<file path="src/rtl/seg7_scan_ctrl.sv">
// seg7_scan_ctrl: 4-digit 7-segment scan controller with debounced mode/select buttons
module seg7_scan_ctrl #(
  parameter int REFRESH_DIV     = 100000,
  parameter int DEBOUNCE_CYCLES = 1000000
) (
  input  logic       clk,
  input  logic       rst,
  input  logic [3:0] SW0,
  input  logic [3:0] SW1,
  input  logic [3:0] SW2,
  input  logic [3:0] SW3,
  input  logic [1:0] BTN,
  output logic [3:0] AN,
  output logic [6:0] SEG,
  output logic       MODE,
  output logic [1:0] CUR_DIGIT
);
  localparam int DW = $clog2(DEBOUNCE_CYCLES + 1);
  localparam int PW = $clog2(REFRESH_DIV);
  typedef enum logic {SCAN = 1'b0, SINGLE = 1'b1} mode_t;
  mode_t state, state_nx;
  logic [1:0] s1, s2, db, db_d, press;
  logic [DW-1:0] cnt [2];
  logic [PW-1:0] pre;
  logic tick, chg, mode_q;
  logic [1:0] scan_idx, sel_idx, act, act_q;
  logic [3:0] sw;
  logic [6:0] dec;
  // synchronize buttons and accept a level only after it has been stable long enough
  always_ff @(posedge clk) begin
    if (rst) begin
      s1 <= '0;
      s2 <= '0;
      db <= '0;
      db_d <= '0;
      for (int i = 0; i < 2; i++) cnt[i] <= '0;
    end else begin
      s1 <= BTN;
      s2 <= s1;
      db_d <= db;
      for (int i = 0; i < 2; i++) begin
        if (s2[i] == db[i]) cnt[i] <= '0;
        else if (cnt[i] == DW'(DEBOUNCE_CYCLES - 1)) begin
          db[i] <= s2[i];
          cnt[i] <= '0;
        end else cnt[i] <= cnt[i] + DW'(1);
      end
    end
  end
  // mode state register
  always_ff @(posedge clk) state <= rst ? SCAN : state_nx;
  // press pulses, mode toggle, active digit selection and decode
  always_comb begin
    press = db & ~db_d;
    state_nx = press[0] ? mode_t'(~state) : state;
    tick = pre == PW'(REFRESH_DIV - 1);
    act = (state == SINGLE) ? sel_idx : scan_idx;
    chg = (act != act_q) || (state != mode_q);
    sw = act == 2'd0 ? SW0 : act == 2'd1 ? SW1 : act == 2'd2 ? SW2 : SW3;
    dec = 7'b1111111;
    case (sw)
      4'h0: dec = 7'b1000000;
      4'h1: dec = 7'b1111001;
      4'h2: dec = 7'b0100100;
      4'h3: dec = 7'b0110000;
      4'h4: dec = 7'b0011001;
      4'h5: dec = 7'b0010010;
      4'h6: dec = 7'b0000010;
      4'h7: dec = 7'b1111000;
      4'h8: dec = 7'b0000000;
      4'h9: dec = 7'b0010000;
      4'hA: dec = 7'b0001000;
      4'hB: dec = 7'b0000011;
      4'hC: dec = 7'b1000110;
      4'hD: dec = 7'b0100001;
      4'hE: dec = 7'b0000110;
      4'hF: dec = 7'b0001110;
      default: dec = 7'b1111111;
    endcase
  end
  // refresh/select indices and registered outputs; anodes blank one cycle after any index change
  always_ff @(posedge clk) begin
    if (rst) begin
      pre <= '0;
      scan_idx <= '0;
      sel_idx <= '0;
      act_q <= '0;
      mode_q <= 1'b0;
      AN <= 4'b1111;
      SEG <= 7'b1111111;
    end else begin
      pre <= tick ? '0 : pre + PW'(1);
      scan_idx <= scan_idx + 2'(tick);
      sel_idx <= sel_idx + 2'(press[1]);
      act_q <= act;
      mode_q <= state;
      AN <= chg ? 4'b1111 : ~(4'b0001 << act);
      SEG <= dec;
    end
  end
  assign MODE = state;
  assign CUR_DIGIT = act;
endmodule

</file>
<file path="config.mk">
export PLATFORM = sky130hd
export DESIGN_NAME = seg7_scan_ctrl
export DESIGN_NICKNAME = d
export VERILOG_FILES = /design/src/rtl/seg7_scan_ctrl.sv
export SDC_FILE = /design/constraint.sdc
export NUM_CORES = 1
export LEC_CHECK = 0
export ABC_AREA = 1
export CORE_MARGIN = 5
export CORE_UTILIZATION = 50
export DETAILED_ROUTE_END_ITERATION = 8
export PLACE_DENSITY = 0.7
export SLEW_MARGIN = 20
export SYNTH_ARGS = -nofsm -noshare
export SYNTH_HDL_FRONTEND = slang
export SYNTH_SLANG_ARGS = --single-unit
</file>
<file path="constraint.sdc">
create_clock -name clk -period 3.15 [get_ports clk]
set_input_delay 0.945 -clock clk [delete_from_list [all_inputs] [get_ports clk]]
set_output_delay 0.945 -clock clk [all_outputs]
set_load 0.05 [all_outputs]
</file>
-- Word level (Yosys, flattened, before mapping)
Memories as Yosys holds them, arrays and structs flattened. A register that Yosys moved wholly into a read port is not among the register bits.
Cells that the tools add are included.
- register bits after elaboration: 37
- latch bits: 0
- bits in writable memories: 40
- memory bits (read-only): 112
- bits of input ports: 20
- logic and storage cells: 81
- memories: 2
- memories (name ; depth ; width ; rd ports ; clocked after Yosys merged registers in ; write ports ; RTL line ; source):
    (name not given) ; 16 ; 7 ; 1 ; 1 ; 0 ; 61 ; case (sw)
    cnt ; 2 ; 20 ; 2 ; 0 ; 2 ; 23 ; logic [DW-1:0] cnt [2];
- $add $sub $neg: 5
- $mul: 0
- divide/modulo/power cells: 0
- magnitude comparators: 0
- equality and inequality tests: 9
- shift-type cells: 1
- mux-type cells: 34
- bitwise gates (word level): 12
- reductions and logical operators: 6
- operators by type and width (kind ; count):
    20-bit 2-to-1 mux ; 6
    20-bit by 1-bit adder with 20-bit output, second input constant ; 2
    20-bit equality test, second input constant ; 2
    1-bit 2-to-1 mux ; 24
    17-bit by 1-bit adder with 17-bit output, second input constant ; 1
    17-bit equality test, second input constant ; 1
    4-bit 2-to-1 mux ; 3
    1-bit OR ; 6
    2-bit by 1-bit adder with 2-bit output ; 2
    4-bit NOT ; 1
    2-bit AND reduction ; 2
    2-bit OR reduction ; 2
    1-bit by 2-bit << shifter with 4-bit output, first input constant ; 1
    1-bit NOT ; 3
    2-bit AND ; 1
    1-bit equality test ; 2
    2-bit by 1-bit equality test with 1-bit output, second input constant ; 1
    2-bit equality test, second input constant ; 1
    2-bit logical NOT ; 1
    2-bit 2-to-1 mux ; 1
    2-bit != test ; 1
    2-bit NOT ; 1
    1-bit logical OR ; 1
    1-bit != test ; 1

-- Depth between registers and ports, before layout
Gate-level depths: netlist of run 1.
- word-level depth: 7
- mapped depth: 15
- gate-level depth less buffers: 14

-- Worst setup path before layout of run 1
No wires, ideal clock.
- path kind: reg2reg
- start point: reg state, in the netlist MODE
- end point: reg SEG[3]
- setup time: 124 ps
- arrival: 2149 ps
- slack: 877 ps
- stages on the path, launching flop included: 15
- path buffers: 0
- clock period less this slack: 2273 ps
- path through: dfxtp_1 -> inv_2 -> nand2_2 -> nand2_4 -> inv_2 -> nand2_1 -> nand2_1 -> nand2_1 -> nand2_1 -> inv_1 -> ha_1 -> inv_1 -> nand2_1 -> nand3_1 -> nand3_1
- cells in the longest elaborated chain, start to end: 5
- RTL lines (element ; RTL line ; source):
    from (decl) ; 21 ; mode_t state, state_nx;
    from (signal assigned) ; 51 ; always_ff @(posedge clk) state <= rst ? SCAN : state_nx;
    2-bit 2-to-1 mux (*) ; 57 ; act = (state == SINGLE) ? sel_idx : scan_idx;
    via CUR_DIGIT[1] ; 16 ; output logic [1:0] CUR_DIGIT
    2-bit equality test ; 59 ; sw = act == 2'd0 ? SW0 : act == 2'd1 ? SW1 : act == 2'd2 ? SW2 : SW3;
    4-bit 2-to-1 mux (2 in a row) ; 59 ;
    4-bit 2-to-1 mux (*) ; 59 ;
    to (decl) ; 14 ; output logic [6:0] SEG,
Mark *: on every way through the listed nets, which the timed path passes. The rest lies on a longest branch.
A chain may end at the register's enable or synchronous reset.

-- Final worst setup path of run 1
- start point: reg state, in the netlist MODE
- end point: out CUR_DIGIT[1]
- cells in the longest elaborated chain, start to end: 1
- RTL lines (element ; RTL line):
    2-bit 2-to-1 mux ; 57
    to (decl) ; 16
Every way passes these cells.

==> flow_metrics.tcl, run 1 <==
set metrics [dict create \
    yosys.area.top_type "edfxtp_1" \
    worstHoldStart "s1[1]" \
    p_comb_share_pct 8.1 \
    rsz0062_at_grt "false" \
    switching_power_mw 0.5136 \
    cts_made_buffers 9 \
    synth_top_cell_area_share_pct 26.34 \
    yosysSeqAreaShare_pct 45.66 \
    cp-end-kind "output pin" \
    relSlewSlack_pct 53.46 \
    cts_hold_buf 0 \
    dpl_cell_area_um2 5132 \
    post-route-period-util_pct 95.79 \
    grt.overflow.total 0 \
    grt_pass1_vias 3673 \
    yosys_warnings 0 \
    area_growth_pct 17.26 \
    hpwlAfterDp_um 6564 \
    place_inst 759 \
    ios 34 \
    hold_viol 0 \
    globalplace.congestion 0.8537 \
    cts_buffer_depth 2 \
    cp.required_ps 2200 \
    fin_skew_ps 14.35 \
    antenna_found_initial 0 \
    grt_usage_pct 16.64 \
    drv_slew 0 \
    yosys-top-cells-count "129 x nand2_1, 85 x nor2_1, 78 x inv_1" \
    die_h_um 105.5 \
    cp-start-kind "flop" \
    power.density_nw_per_um2 411.0 \
    cts_root_buf "clkbuf_8" \
    antennaDiodeCount 0 \
    fin_total_pwr_mw 2.197 \
    ys_dominant_reg_cell "dfxtp_1" \
    sw_frac_of_total_pct 23.37 \
    ys_types 36 \
    clk_pin_slew_ps 80 \
    synth-edff-count 40 \
    p_int_mw 1.684 \
    wirelength_um 8606 \
    power_leakage_nw 2.195 \
    post_cts_buffers 0 \
    min_period_ps 3017 \
    syn-cell-area_um2 4559 \
    p_seq_share_pct 54.7 \
    ys_async_sr_fraction_pct 0 \
    final-setup-viol-count 0 \
    multiInputGateArea_um2 2266 \
    holdWs_ps 407.0 \
    worstMarginPinSlew_ps 698.1 \
    cp.arrival_ps 2070 \
    synthCells 585 \
    initial_core_util_pct 51.78 \
    ys_top_cells_by_area "edfxtp_1 26%, dfxtp_1 19%, nand2_1 11%, nor2_1 7.0%, inv_1 6.4%" \
    vdd_drop_max_mv 0.2445 \
    dieArea_um2 11130 \
    place.port_buffers 33 \
    ys_ff_latch 84 \
    drcViolationCount 0 \
    finalSetupTns_ps 0 \
    worstSetupStartpoint "MODE" \
    pre_cts_ws_ps 498.7 \
    cts_resized 0 \
    fill_cells 801 \
    coreArea_um2 8806 \
    detail-route-antenna-nets 0 \
    grt_first_pass_wirelength_um 15450 \
    tritoncts "done" \
    r2r-start "MODE" \
    hp-class "reg -> reg" \
    dr.pass1.iters 5 \
    max_freq_mhz 331.4 \
    dieWidth_um 105.5 \
    synth.most_common_cell "nand2_1" \
    vias_per_cell 4.853 \
    htreeDepth 3 \
    fin_cells 775 \
    final_util_pct 60.71 \
    path_max_fanout 9 \
    syn_avg_cell_area_um2 7.794 \
    grt_max_degree 21 \
    status "completed" \
    cts.sinks 84 \
    fin_nets 693 \
    drive_gt1_share_pct 6.447 \
    vias 3761 \
    wire_per_inst_um 11.10 \
    row_count 34 \
    drt_iter0_markers 144 \
    regArea_um2 2082 \
    clkPwrFrac_pct 37.2 \
    stdcell_area_um2 5346 \
    cap_violations 0 \
    layout_setup_ws_ps 132.7 \
    clk_latency_ps 360 \
    crit_type "reg -> out" \
]
per-layer routing:
layer | global-route usage (%) | vias to the layer above | wire length, um
met4 | 4.995 | 0 | 113
li1 | - | 2004 | -
met1 | 21.29 | 1679 | 4120
met3 | 4.707 | 9 | 458
met2 | 27.50 | 69 | 3914
met5 | 0 | - | 0
kinds of logic after synthesis:
kind of cell / Yosys count / synth area share (%)
AND/OR/NAND/NOR: 339 / 34.36
adder cells (fa/ha/maj): 11 / 3.019
buffers and inverters: 89 / 7.848
other: 1 / 0.08225
AO/OA/AOI/OAI: 40 / 4.995
XOR/XNOR: 21 / 4.034
flip-flops: 84 / 45.66
power by group through the flow:
stage | Clock (mW) | Sequential [mW] | Combinational (mW)
global placement | 0 | 1.23 | 0.176
CTS | 0.834 | 1.20 | 0.179
floorplan | 0 | 1.25 | 0.0937
detailed placement | 0 | 1.23 | 0.178
global route | 0.873 | 1.21 | 0.200
finish | 0.816 | 1.20 | 0.178
sequential cells by signal, indices dropped and copies added, names as in the netlist:
register  flops
cnt          40
pre          17
SEG           7
AN            4
act_q         2
db            2
db_d          2
s1            2
s2            2
scan_idx      2
sel_idx       2
MODE          1
mode_q        1
final timing paths:
| check | end | slack (ps) | cells past startpoint |
|---|---|---|---|
| hold reg to reg | s2[1] | 410 | 2 |
| setup / recovery | CUR_DIGIT[1] | 130 | 5 |
| hold / removal | s2[1] | 410 | 2 |
| setup reg to reg | SEG[3] | 1100 | 14 |
layout make-up:
| type | instances | area share, % |
|---|---|---|
| tap | 108 | 2.528 |
| clock inverter | 3 | 0.8191 |
| sequential | 84 | 38.94 |
| clock buffer | 13 | 3.183 |
| inverter | 81 | 5.687 |
| timing repair buffer | 35 | 6.459 |
| multi-input combinational | 451 | 42.38 |
critical path, stage by stage, from the launching register on:
cell	delay, ps
dfxtp_1	490
inv_2	110
nand2_2	90
nand2_4	100
inv_2	120
clkdlybuf4s50_1	810
cells in the final DEF (no fill, tap or decap), types with 5 or more instances in the layout:
cell,count
a21oi_1,28
clkbuf_8,10
clkdlybuf4s50_1,33
conb_1,40
dfxtp_1,44
edfxtp_1,40
ha_1,11
inv_1,78
nand2_1,129
nand2_2,8
nand3_1,43
nand3b_1,5
nand4_1,16
nor2_1,85
nor3_1,31
o21ai_0,8
xor2_1,17
No activity file was read; power rests on OpenSTA's default activity.
==> run 2: changes to the inputs <==
--- a/config.mk
+++ b/config.mk
@@ -6,8 +6,10 @@
 export NUM_CORES = 1
 export LEC_CHECK = 0
 export ABC_AREA = 1
+export CAP_MARGIN = 20
 export CORE_MARGIN = 5
 export CORE_UTILIZATION = 50
+export CTS_BUF_LIST = sky130_fd_sc_hd__clkbuf_4
 export DETAILED_ROUTE_END_ITERATION = 8
 export PLACE_DENSITY = 0.7
 export SLEW_MARGIN = 20
==> run 2 against run 1 <==
Clock power decreased by 15%. Wire length decreased by 0.38%. Non-clock buffer count unchanged. Utilization decreased by 0.55 points. Setup slack improved by 270 ps. Fmax increased by 9.9%. Global-route usage increased by 0.078 points. Combinational power about the same. First-iteration DRC count decreased by 9.7%. Largest cell class unchanged. Highest routed layer unchanged.
==> flow_metrics.tcl, run 2 (synthesized netlist as in run 1, its figures left out) <==
set metrics [dict create \
    status "completed" \
    wirelength_um 8573 \
    drive_gt1_share_pct 6.747 \
    max_freq_mhz 364.4 \
    dieWidth_um 105.5 \
    clk_latency_ps 430 \
    vias 3765 \
    finalSetupTns_ps 0 \
    cap_violations 0 \
    initial_core_util_pct 51.78 \
    grt_pass1_vias 3693 \
    regMostFlops "cnt" \
    hpwlAfterDp_um 6564 \
    fin_skew_ps 23.37 \
    detail-route-antenna-nets 0 \
    final-setup-viol-count 0 \
    row_count 34 \
    slowest_delay_ps 880 \
    dr.pass1.iters 4 \
    mostFrequentLayoutCells "129 x nand2_1, 85 x nor2_1, 78 x inv_1, 44 x dfxtp_1, 43 x nand3_1" \
    grt_max_degree 21 \
    power_leakage_nw 2.215 \
    clk_pin_slew_ps 130 \
    largest_reg_flops 40 \
    crit_buf_inv 1 \
    antennaDiodeCount 0 \
    largestRegisters "cnt: 40 flops, pre: 17 flops, SEG: 7 flops" \
    crit_type "reg -> out" \
    ios 34 \
    globalplace.congestion 0.8537 \
    antenna_found_initial 0 \
    drt_iter0_markers 130 \
    fin_nets 693 \
    place_inst 759 \
    cts_root_buf "clkbuf_4" \
    cp-start-kind "flop" \
    htreeDepth 3 \
    cts.sinks 84 \
    grt.overflow.total 0 \
    drcViolationCount 0 \
    hp-class "reg -> reg" \
    tritoncts "done" \
    crit_chain "clkdlybuf4s50_1" \
    highest_layer "met4" \
    post-route-period-util_pct 87.13 \
    dieArea_um2 11130 \
    grt_usage_pct 16.72 \
    cp.required_ps 2200 \
    drv_slew 0 \
    grt_first_pass_wirelength_um 15510 \
    cp.arrival_ps 1800 \
    path_max_fanout 7 \
    critical-path-top-delay-family "buffers and inverters" \
    wire_per_inst_um 11.06 \
    min_period_ps 2745 \
    power.density_nw_per_um2 392.0 \
    dr_wl_met3_um 482 \
    fin_cells 775 \
    place.port_buffers 33 \
    worstMarginPinSlew_ps 681.2 \
    cts_buffer_depth 2 \
    coreArea_um2 8806 \
    hold_viol 0 \
    die_h_um 105.5 \
    final_common_cell "nand2_1" \
    cts_made_buffers 9 \
    wl_met1_um 4046 \
    vdd_drop_max_mv 0.2107 \
    wl_met2_um 3958 \
    rsz0062_at_grt "false" \
    area_growth_pct 16.19 \
    cp-end-kind "output pin" \
    slowest_stage "clkdlybuf4s50_1" \
    vias_per_cell 4.858 \
    relSlewSlack_pct 54.58 \
    final_util_pct 60.16 \
]
-- run 2: routing by layer --
layer,vias up,global-route usage [%]
met1,1677,21.33
met4,0,4.995
met3,7,4.890
met2,73,27.60
li1,2008,-
met5,-,0
-- run 2: metrics by stage --
stage / total power [mW] / instance area [um2] / worst slack, ps / hold slack [ps]
CTS: 2.102 / 5293 / 9.198 / 416.7
global route: 2.169 / 5298 / 291.3 / 455.1
global placement: 1.403 / 5132 / 538.4 / 393.4
detailed placement: 1.406 / 5132 / 498.7 / 398.1
floorplan: 1.343 / 4706 / 877.1 / 388.3
finish: 2.077 / 5298 / 405.4 / 413.2
-- run 2: area by class of cell --
type	count	area [um2]
multi-input cells	451	2266
well taps	108	135.1
inverters	81	304.0
clock inverters	5	77.57
clock buffers	11	82.58
repair buffers	35	350.3
flip-flops and latches	84	2082
fillers	799	3508
-- run 2: where the power goes --
part | internal [mW] | total (mW) | switching [mW]
clock network | 0.339 | 0.696 | 0.357
logic | 0.0695 | 0.178 | 0.109
registers | 1.18 | 1.20 | 0.0258
total | 1.59 | 2.08 | 0.491
-- run 2: worst paths after layout --
path,start,to,slack (ps),cells after the start
max,MODE,MODE,410,1
min,s1[1],s2[1],410,2
max reg2reg,MODE,SEG[3],1100,14
min reg2reg,s1[1],s2[1],410,2
-- run 2: repair_timing --
| action | 4_1_cts | 5_1_grt |
|---|---|---|
| buffers inserted | 0 | 0 |
| resized for setup | 0 | 2 |
| endpoints found under the hold margin | 0 | 0 |
| endpoints found under the setup margin | 0 | 2 |
| hold buffers | 0 | 0 |
==> run 3: changes to the inputs <==
--- a/config.mk
+++ b/config.mk
@@ -8,10 +8,10 @@
 export ABC_AREA = 1
 export CAP_MARGIN = 20
 export CORE_MARGIN = 5
-export CORE_UTILIZATION = 50
+export CORE_UTILIZATION = 59
 export CTS_BUF_LIST = sky130_fd_sc_hd__clkbuf_4
 export DETAILED_ROUTE_END_ITERATION = 8
-export PLACE_DENSITY = 0.7
+export PLACE_DENSITY = 0.8
 export SLEW_MARGIN = 20
 export SYNTH_ARGS = -nofsm -noshare
 export SYNTH_HDL_FRONTEND = slang
==> run 3 against run 2 <==
Total power increased by 4.2%. Clock power increased by 12%. Clock skew decreased by 11 ps. Register-to-register slack about the same. Sequential share of layout area decreased by 0.12 points. Wire length increased by 1.5%. Utilization increased by 9.7 points. Sequential power about the same. Setup slack got worse by 290 ps. Combinational power about the same. Design area increased by 0.31%. Fmax decreased by 9.5%. Critical path type unchanged. Critical endpoint is now CUR_DIGIT[0]. Largest cell class unchanged. Highest routed layer unchanged.
==> flow_metrics.tcl, run 3 (synthesized netlist as in run 1, its figures left out) <==
set metrics [dict create \
    slowest_delay_ps 860 \
    worstMarginPinSlew_ps 667.2 \
    htreeDepth 3 \
    tritoncts "done" \
    detail-route-antenna-nets 0 \
    cts_buffer_depth 2 \
    mostFrequentLayoutCells "129 x nand2_1, 85 x nor2_1, 78 x inv_1, 44 x dfxtp_1, 43 x nand3_1" \
    fin_nets 693 \
    rsz0062_at_grt "false" \
    p_comb_share_pct 8.3 \
    final_common_cell "nand2_1" \
    crit_type "reg -> out" \
    power.density_nw_per_um2 407.1 \
    clkPwrFrac_pct 36.1 \
    drv_slew 0 \
    initial_core_util_pct 59.93 \
    dieWidth_um 97.91 \
    dieArea_um2 9585 \
    wire_per_inst_um 11.32 \
    cts.sinks 84 \
    crit_chain "nand2_1 > nand2_2 > clkdlybuf4s50_1" \
    finalSetupTns_ps 0 \
    cts_made_buffers 9 \
    whs_path_depth 2 \
    cp-end-kind "output pin" \
    relSlewSlack_pct 55.52 \
    fin_total_pwr_mw 2.163 \
    drt_iter0_markers 184 \
    grt_first_pass_wirelength_um 15310 \
    place.port_buffers 33 \
    p_int_mw 1.678 \
    antenna_found_initial 0 \
    slowest_stage "clkdlybuf4s50_1" \
    post-route-period-util_pct 96.22 \
    clk_latency_ps 410 \
    hold_viol 0 \
    drcViolationCount 0 \
    cp-start-kind "flop" \
    vias 3827 \
    grt_max_degree 21 \
    max_freq_mhz 329.9 \
    hp-class "reg -> reg" \
    grt_usage_pct 18.88 \
    wirelength_um 8705 \
    grt_pass1_vias 3651 \
    cp.required_ps 2200 \
    post_cts_buffers 0 \
    sw_frac_of_total_pct 22.45 \
    vias_per_cell 4.977 \
    largestRegisters "cnt: 40 flops, pre: 17 flops, SEG: 7 flops" \
    path_max_fanout 11 \
    globalplace.congestion 0.9244 \
    hpwlAfterDp_um 6684 \
    antennaDiodeCount 0 \
    drive_gt1_share_pct 6.747 \
    die_h_um 97.91 \
    area_growth_pct 16.55 \
    cts_root_buf "clkbuf_4" \
    vdd_drop_max_mv 0.2282 \
    coreArea_um2 7607 \
    ios 34 \
    regMostFlops "cnt" \
    status "completed" \
    clk_pin_slew_ps 130 \
    worstRegToRegCells 14 \
    final-setup-viol-count 0 \
    cap_violations 0 \
    min_period_ps 3031 \
    switching_power_mw 0.4856 \
    p_seq_share_pct 55.6 \
    largest_reg_flops 40 \
    fin_skew_ps 12.39 \
    power_leakage_nw 2.207 \
    cp.arrival_ps 2090 \
    row_count 32 \
    dr.pass1.iters 4 \
    grt.overflow.total 0 \
]
run 3: cell types whose count changed in the layout (fill, tap and decap cells not counted):
cell,previous run,this run
inv_2,3,2
clkdlybuf4s50_1,31,32
clkinv_2,1,0
dlymetal6s2s_1,2,1
inv_4,0,1
clkbuf_4,11,12
bufinv_16,2,3
clkinv_4,1,0
run 3: worst paths after layout:
path | startpoint | endpoint | slack [ps]
worst max-delay path | MODE | CUR_DIGIT[0] | 120
worst min-delay path | s1[0] | s2[0] | 420
worst max register to register | MODE | SEG[3] | 1100
worst min register to register | s1[0] | s2[0] | 420
run 3: layout make-up:
type | instances | area (um2)
Clock inverter | 4 | 96.34
Fill cell | 619 | 2293
Clock buffer | 12 | 90.09
Multi-Input combinational cell | 451 | 2266
Timing Repair Buffer | 35 | 347.8
Tap cell | 102 | 127.6
Sequential cell | 84 | 2082
Inverter | 81 | 304.0
run 3: layer usage:
metal	track usage (%)	vias up	part of all wire (%)
met5	0	-	0
met1	24.12	1706	46
met3	4.214	13	5.1
met2	31.57	100	47
met4	6.603	0	1.4
li1	-	2008	-
run 3: power groups by stage:
stage | clock [mW] | combinational, mW | sequential, mW
6_report | 0.780 | 0.179 | 1.20
2_1_floorplan | 0 | 0.0937 | 1.25
4_1_cts | 0.802 | 0.178 | 1.20
3_5_place_dp | 0 | 0.177 | 1.23
3_3_place_gp | 0 | 0.175 | 1.23
5_1_grt | 0.855 | 0.200 | 1.21
run 3: critical path: cells and delay by family, from the launching register on:
kind	cells	cell delay, ps
and+or+nand+nor	2	340
buffers and inverters	1	860
DFF	1	490
run 3: per-stage QoR:
stage | instance area, um2 | setup slack, ps | instances | hold slack, ps | utilization, %
after floorplan | 4706 | 877.1 | 624 | 388.3 | -
after detailed placement | 5125 | 516.6 | 753 | 401.0 | 67.37
after CTS | 5311 | 46.18 | 769 | 407.1 | 69.82
after global routing | 5314 | 1.256 | 769 | 408.0 | 69.85
final | 5314 | 119.0 | 769 | 415.6 | 69.85
after global placement | 5125 | 569.2 | 753 | 390.1 | 67.37
run 3: what timing repair did:
| action | in CTS | in global routing |
|---|---|---|
| setup endpoints to repair | 0 | 1 |
| resized for setup | 0 | 1 |
| hold endpoints to repair | 0 | 0 |
| hold buffers | 0 | 0 |
